==> config.mk <==
export PLATFORM = sky130hd
export DESIGN_NAME = ready_cut_fifo
export DESIGN_NICKNAME = d
export VERILOG_FILES = /design/src/rtl/ready_cut_fifo.sv
export SDC_FILE = /design/constraint.sdc
export NUM_CORES = 1
export LEC_CHECK = 0
export CAP_MARGIN = 25
export CORE_MARGIN = 8
export CORE_UTILIZATION = 50
export DETAILED_ROUTE_END_ITERATION = 16
export PLACE_DENSITY_LB_ADDON = 0.25
export SYNTH_ARGS = -nofsm -noshare
export SYNTH_HDL_FRONTEND = slang
export SYNTH_SLANG_ARGS = --single-unit
==> constraint.sdc <==
create_clock -name clk -period 2.9 [get_ports clk]
set_input_delay 0.58 -clock clk [delete_from_list [all_inputs] [get_ports clk]]
set_output_delay 0.58 -clock clk [all_outputs]
set_load 0.005 [all_outputs]
==> src/rtl/ready_cut_fifo.sv <==
// ready_cut_fifo: elastic FIFO that breaks the combinational ready path.
// ins_ready comes from registered occupancy only. When the FIFO is empty
// and the consumer is ready, data passes straight through with zero latency.
module ready_cut_fifo #(
  parameter int DATA_TYPE = 32,
  parameter int NUM_SLOTS = 4
) (
  input  logic                 clk,
  input  logic                 rst,
  input  logic [DATA_TYPE-1:0] ins,
  input  logic                 ins_valid,
  output logic                 ins_ready,
  output logic [DATA_TYPE-1:0] outs,
  output logic                 outs_valid,
  input  logic                 outs_ready
);

  localparam int PTR_W = (NUM_SLOTS > 1) ? $clog2(NUM_SLOTS) : 1;
  localparam int CNT_W = $clog2(NUM_SLOTS + 1);
  localparam logic [PTR_W-1:0] LAST_PTR = PTR_W'(NUM_SLOTS - 1);
  localparam logic [CNT_W-1:0] FULL_CNT = CNT_W'(NUM_SLOTS);

  logic [CNT_W-1:0]     count;
  logic [PTR_W-1:0]     rd_ptr;
  logic [PTR_W-1:0]     wr_ptr;
  logic [DATA_TYPE-1:0] mem [NUM_SLOTS];

  logic empty;
  logic full;
  logic enq;
  logic deq;

  assign empty = (count == '0);
  assign full  = (count == FULL_CNT);

  // Handshake outputs are gated while reset is held so nothing leaks out
  // of a FIFO that is being cleared; outs already falls back to ins there
  // because the FIFO is empty during reset.
  assign ins_ready  = ~full & rst;
  assign outs_valid = (~empty | ins_valid) & rst;
  assign outs       = empty ? ins : mem[rd_ptr];

  // An empty FIFO with a ready consumer forwards the token without storing it.
  assign deq = outs_ready & ~empty & rst;
  assign enq = ins_valid & ins_ready & ~(empty & outs_ready);

  // Occupancy counter: simultaneous enq and deq leave it unchanged.
  always_ff @(posedge clk or negedge rst) begin
    if (!rst) begin
      count <= '0;
    end else begin
      case ({enq, deq})
        2'b10:   count <= count + CNT_W'(1);
        2'b01:   count <= count - CNT_W'(1);
        default: count <= count;
      endcase
    end
  end

  // Read and write pointers, each wrapping at NUM_SLOTS-1 so any depth works.
  always_ff @(posedge clk or negedge rst) begin
    if (!rst) begin
      rd_ptr <= '0;
      wr_ptr <= '0;
    end else begin
      if (enq) begin
        wr_ptr <= (wr_ptr == LAST_PTR) ? '0 : wr_ptr + PTR_W'(1);
      end
      if (deq) begin
        rd_ptr <= (rd_ptr == LAST_PTR) ? '0 : rd_ptr + PTR_W'(1);
      end
    end
  end

  // Storage array, cleared on reset so no stale data can ever appear.
  always_ff @(posedge clk or negedge rst) begin
    if (!rst) begin
      for (int i = 0; i < NUM_SLOTS; i++) begin
        mem[i] <= '0;
      end
    end else if (enq) begin
      mem[wr_ptr] <= ins;
    end
  end

endmodule

After elaboration in Yosys (flattened, before gate mapping):

Index checks and enable logic that the tools add are counted.

* flip-flop bits (word level): 135
* latch bits: 0
* memory bits (writable): 0
* ROM bits: 0
* input bits: 36
* output and inout port bits: 34
* logic and storage cells: 45
* memories kept: 0

* add/subtract/negate cells: 4
* $mul: 0
* divide/modulo/power cells: 0
* magnitude comparators: 3
* eq/ne operators: 5
* shifts and indexed selects: 0
* multiplexer cells: 10
* bitwise operators: 13
* reduce and logical (&&, ||, !) cells: 3

Operator list (count)
* $bwmux W128: 1
* $mux W32: 4
* $bmux W32 S2: 1
* $demux W32 S2: 1
* $and A1 B1 Y1: 7
* $eq A2 B2 Y1 const B: 3
* $ge A3 B3 Y1 const B: 2
* $not A2 Y3: 2
* $pmux W3 S2: 1
* $add A2 B1 Y2 const B: 2
* $mux W2: 2
* $add A3 B1 Y3 const B: 1
* $eq A3 B3 Y1 const B: 1
* $logic_not A3 Y1: 1
* $lt A3 B1 Y1 const B: 1
* $not A1 Y1: 3
* $sub A3 B1 Y3 const B: 1
* $eq A2 B1 Y1 const B: 1
* $reduce_bool A2 Y1: 1
* $logic_and A1 B1 Y1: 1
* $or A1 B1 Y1: 1

Logic depth before layout (Yosys ltp):

* word-level depth: 7
* depth in mapped cells: 10
* gate-level depth less buffers: 9

Least setup slack after synthesis:

Ideal clock, no wire load.

* path type: register to register
* start: register count[0]
* end: register count[2]
* setup time: 0.079 ns
* arrival time: 1.974 ns
* slack: 0.847 ns
* cell stages (with the launch flop): 9
* buffers on the path: 0
* period minus slack after synthesis: 2.053 ns
* cells stage by stage: dfrtp_1 or2_4 o211ai_1 ha_1 inv_1 fa_1 xor2_1 nor2_1 xor2_1

* longest elaborated chain between the ends: 7
* elaborated cells between the ends (all ways): 17
* those cells by class: add/sub (2); eq/ne (3); mux (1); bitwise (9); reduce/logical (2)

RTL lines
* start: declaration: RTL line 23 `logic [CNT_W-1:0] count;`
* start signal: assignment: RTL line 53 `2'b10: count <= count + CNT_W'(1);`
* start signal: assignment: RTL line 54 `2'b01: count <= count - CNT_W'(1);`
* start signal: assignment: RTL line 55 `default: count <= count;`
* $eq A3 B3 Y1: RTL line 34 `assign full = (count == FULL_CNT);`
* $not A1 Y1: RTL line 39 `assign ins_ready = ~full & rst;`
* $and A1 B1 Y1: RTL line 39
* $and A1 B1 Y1 (2 in a row): RTL line 45 `assign enq = ins_valid & ins_ready & ~(empty & outs_ready);`
* $eq A2 B1 Y1 or $eq A2 B2 Y1 (tied branches): RTL line 52 `case ({enq, deq})`
* $pmux W3 S2 or $reduce_bool A2 Y1 (tied branches)

Several ways; a longest one is shown, not always the timed one.
A chain may end at the register's enable or synchronous reset.

Final worst setup path:

* start: register rd_ptr[0]
* end: output outs[4]

* longest elaborated chain between the ends: 5

RTL lines
* start: declaration: RTL line 24 `logic [PTR_W-1:0] rd_ptr;`
* start signal: assignment: RTL line 70 `rd_ptr <= (rd_ptr == LAST_PTR) ? '0 : rd_ptr + PTR_W'(1);`
* $not A2 Y3 (implied by the code): RTL line 41 `assign outs = empty ? ins : mem[rd_ptr];`
* $bmux W32 S2: RTL line 41
* $mux W32 (implied by the code) (2 in a row): RTL line 41
* $mux W32: RTL line 41
* end: declaration: RTL line 13 `output logic [DATA_TYPE-1:0] outs,`

No other way between the ends. The select of a mux whose other input is x is not followed.

==> impl_metrics.py <==
metrics = {
    "timing": {
        "worst_pin_slew_ns": 0.6432,
        "min_period_ns": 2.819,
        "slew_viol_final": 0,
        "layout_setup_ws_ns": 0.08119,
        "post-route-period-util_pct": 97.20,
        "hold_viol": 0,
        "setup_viol": 0,
        "skew_ns": 0.007108,
        "holdWs_ns": 0.5007,
        "fmax_mhz": 354.8,
        "slew_headroom_pct": 57.12,
    },
    "outcome": {
        "status": "completed",
    },
    "drt": {
        "drt_iter0_markers": 186,
        "post-route-drc-count": 0,
        "wl_per_cell_um": 21.14,
        "num_vias": 3645,
        "finalWirelength_um": 14100,
        "dr.pass1.iters": 4,
        "vias_per_cell": 5.465,
        "ant_nets": 0,
    },
    "logic_synthesis": {
        "avgSynthCellArea_um2": 17.90,
        "syn_nets": 431,
        "synthDistinctLibCells": 22,
        "syn_inst": 388,
        "ys_seq_elements": 135,
        "syn_area_um2": 6947,
        "ys_warn_count": 0,
        "seq_area_frac_synth_pct": 48.63,
    },
    "setup_path": {
        "crit_chain": "buf_12 > mux4_2 > mux2_2 > clkdlybuf4s50_1",
        "endpoint_kind": "output port",
        "crit_arrival_ns": 2.24,
        "startpoint_type": "flip-flop",
        "cp_max_fo": 16,
        "cp_num_buf_inv": 2,
        "crit_required_ns": 2.32,
        "crit_family": "multiplexers",
        "cp_slowest_cell": "mux4_2",
        "crit_type": "reg -> out",
        "critPathMaxStageDelay_ns": 0.50,
    },
    "floorplan": {
        "dieArea_um2": 17920,
        "coreArea_um2": 13720,
        "top_level_ports": 70,
        "row_count": 43,
        "die_height_um": 133.9,
        "start_util_pct": 50.63,
        "fp.dieW_um": 133.9,
    },
    "clock_network": {
        "clk_latency_ns": 0.41,
        "clkTransAtPathRegs_ns": 0.06,
        "cts_tree": "yes",
        "cts_buffers": 17,
        "cts_htree_levels": 4,
        "cts_sinks": 135,
        "cts_buffer_depth": 2,
        "cts_root_buf": "clkbuf_16",
    },
    "grt": {
        "grt_pass1_vias": 4216,
        "grt_use_total_pct": 16.88,
        "antenna_found_initial": 0,
        "grt_max_degree": 83,
        "grt_pass1_wl_um": 23500,
        "grt-ovfl-total": 0,
    },
    "power": {
        "leakage_nw": 4.225,
        "power.density_nw_per_um2": 1211,
        "fin_total_pwr_mw": 10.34,
        "peakVddDrop_mv": 0.5878,
    },
    "finish": {
        "regArea_um2": 3381,
        "fin_area_um2": 8539,
        "n_fill_cell": 990,
        "drive_above_1_share_pct": 52.16,
        "fin_nets": 517,
        "multi_input_area_um2": 3323,
        "fin_util_pct": 62.24,
        "area_delta_synth_final_pct": 22.93,
        "antennaDiodeCount": 0,
    },
    "worst_hold_path": {
        "min_path_type": "reg -> reg",
    },
    "place": {
        "dp_slack_ns": 0.1773,
        "dpl.hpwl_um": 8621,
        "portBuffers": 69,
        "postPlaceCellArea_um2": 7844,
        "place_congestion": 0.7271,
    },
    "flow_run": {
        "cap_violations": 0,
    },
}
-- power by group --
part	switching [mW]	leakage, nW	internal (mW)
sequential	0.552	1.62	2.84
clock	0.781	0.278	1.33
combinational	1.53	2.32	3.30
total	2.87	4.22	7.47
-- synth_stat cells --
cell,count,area share (%)
a31oi_1,1,0.090
clkbuf_1,3,0.16
mux2_4,120,26
nor2_1,5,0.27
mux4_2,30,9.7
buf_2,5,0.36
mux4_1,2,0.76
or2_4,1,0.13
ha_1,6,1.1
inv_1,7,0.38
nand3_1,1,0.072
o211ai_1,1,0.11
xor2_1,2,0.25
xnor2_1,1,0.13
nor2_4,1,0.16
or3_1,1,0.090
fa_1,1,0.29
o2111ai_4,4,1.5
buf_6,16,2.6
mux2i_1,1,0.14
dfrtp_1,135,49
mux2_2,44,7.1
-- sequential cells by signal (all words and copies together) (netlist names) --
name    cells
rd_ptr      2
mem       128
wr_ptr      2
count       3
-- per-stage QoR --
stage,cells,setup TNS (ns)
6_report,667,0
5_1_grt,667,-0.001300
4_1_cts,660,0
3_5_place_dp,627,0
3_3_place_gp,627,0
2_1_floorplan,388,0
-- per-layer routing --
layer	global-route usage, %	up-vias	wire, um
met3	5.310	9	584
met5	0	-	0
met4	4.679	0	132
li1	-	1614	-
met1	22.52	1960	6618
met2	26.03	62	6767
-- area by class of cell --
| class | instances | share of cell area [%] |
|---|---|---|
| clock buffers | 25 | 5.685 |
| multi-input cells | 222 | 38.92 |
| well taps | 180 | 2.637 |
| clock inverters | 7 | 1.099 |
| inverters | 7 | 0.3077 |
| flip-flops and latches | 135 | 39.59 |
| repair buffers | 91 | 11.77 |
-- placed cells by master (no fill, tap or decap), types with 2 or more instances in the layout --
master           Yosys  layout
buf_12               0       7
buf_4                0      13
bufinv_16            0       2
clkbuf_1             3       5
clkbuf_16            0      17
clkbuf_8             0       3
clkdlybuf4s50_1      0      41
clkinv_2             0       2
clkinvlp_4           0       2
dfrtp_1            135     133
dfrtp_2              0       2
dlygate4sd2_1        0       8
dlymetal6s2s_1       0      19
ha_1                 6       6
inv_1                7       7
mux2_2              44      44
mux2_4             120     120
mux4_2              30      32
nor2_1               5       5
o2111ai_4            4       4
xor2_1               2       2
-- what timing repair did --
| item | 4_1_cts | 5_1_grt |
|---|---|---|
| pin swaps | 0 | 0 |
| hold buffers | 1 | 0 |
| gates resized for setup | 11 | 19 |
| setup buffers | 0 | 6 |
| endpoints found under the hold margin | 3 | 0 |
| endpoints found under the setup margin | 30 | 23 |
-- logic make-up after synthesis --
kind of cell / share of synthesized area [%]
AND/OR/NAND/NOR: 0.7205
buffers and inverters: 3.494
adder cells (fa/ha/maj): 1.369
flip-flops: 48.63
AO/OA/AOI/OAI: 1.711
XOR/XNOR: 0.3783
multiplexers: 43.70
-- final timing paths --
check	from	endpoint	slack (ns)	depth (start not counted)
worst max-delay path	rd_ptr[0]	outs[4]	0.08	4
max in group asynchronous	rst	count[0]	1.41	3
worst max register to register	count[0]	count[2]	0.65	8
worst min-delay path	mem[12]	mem[12]	0.50	1
worst min register to register	mem[12]	mem[12]	0.50	1
min in group asynchronous	rst	count[2]	0.63	2
No activity file was read; power rests on OpenSTA's default activity.
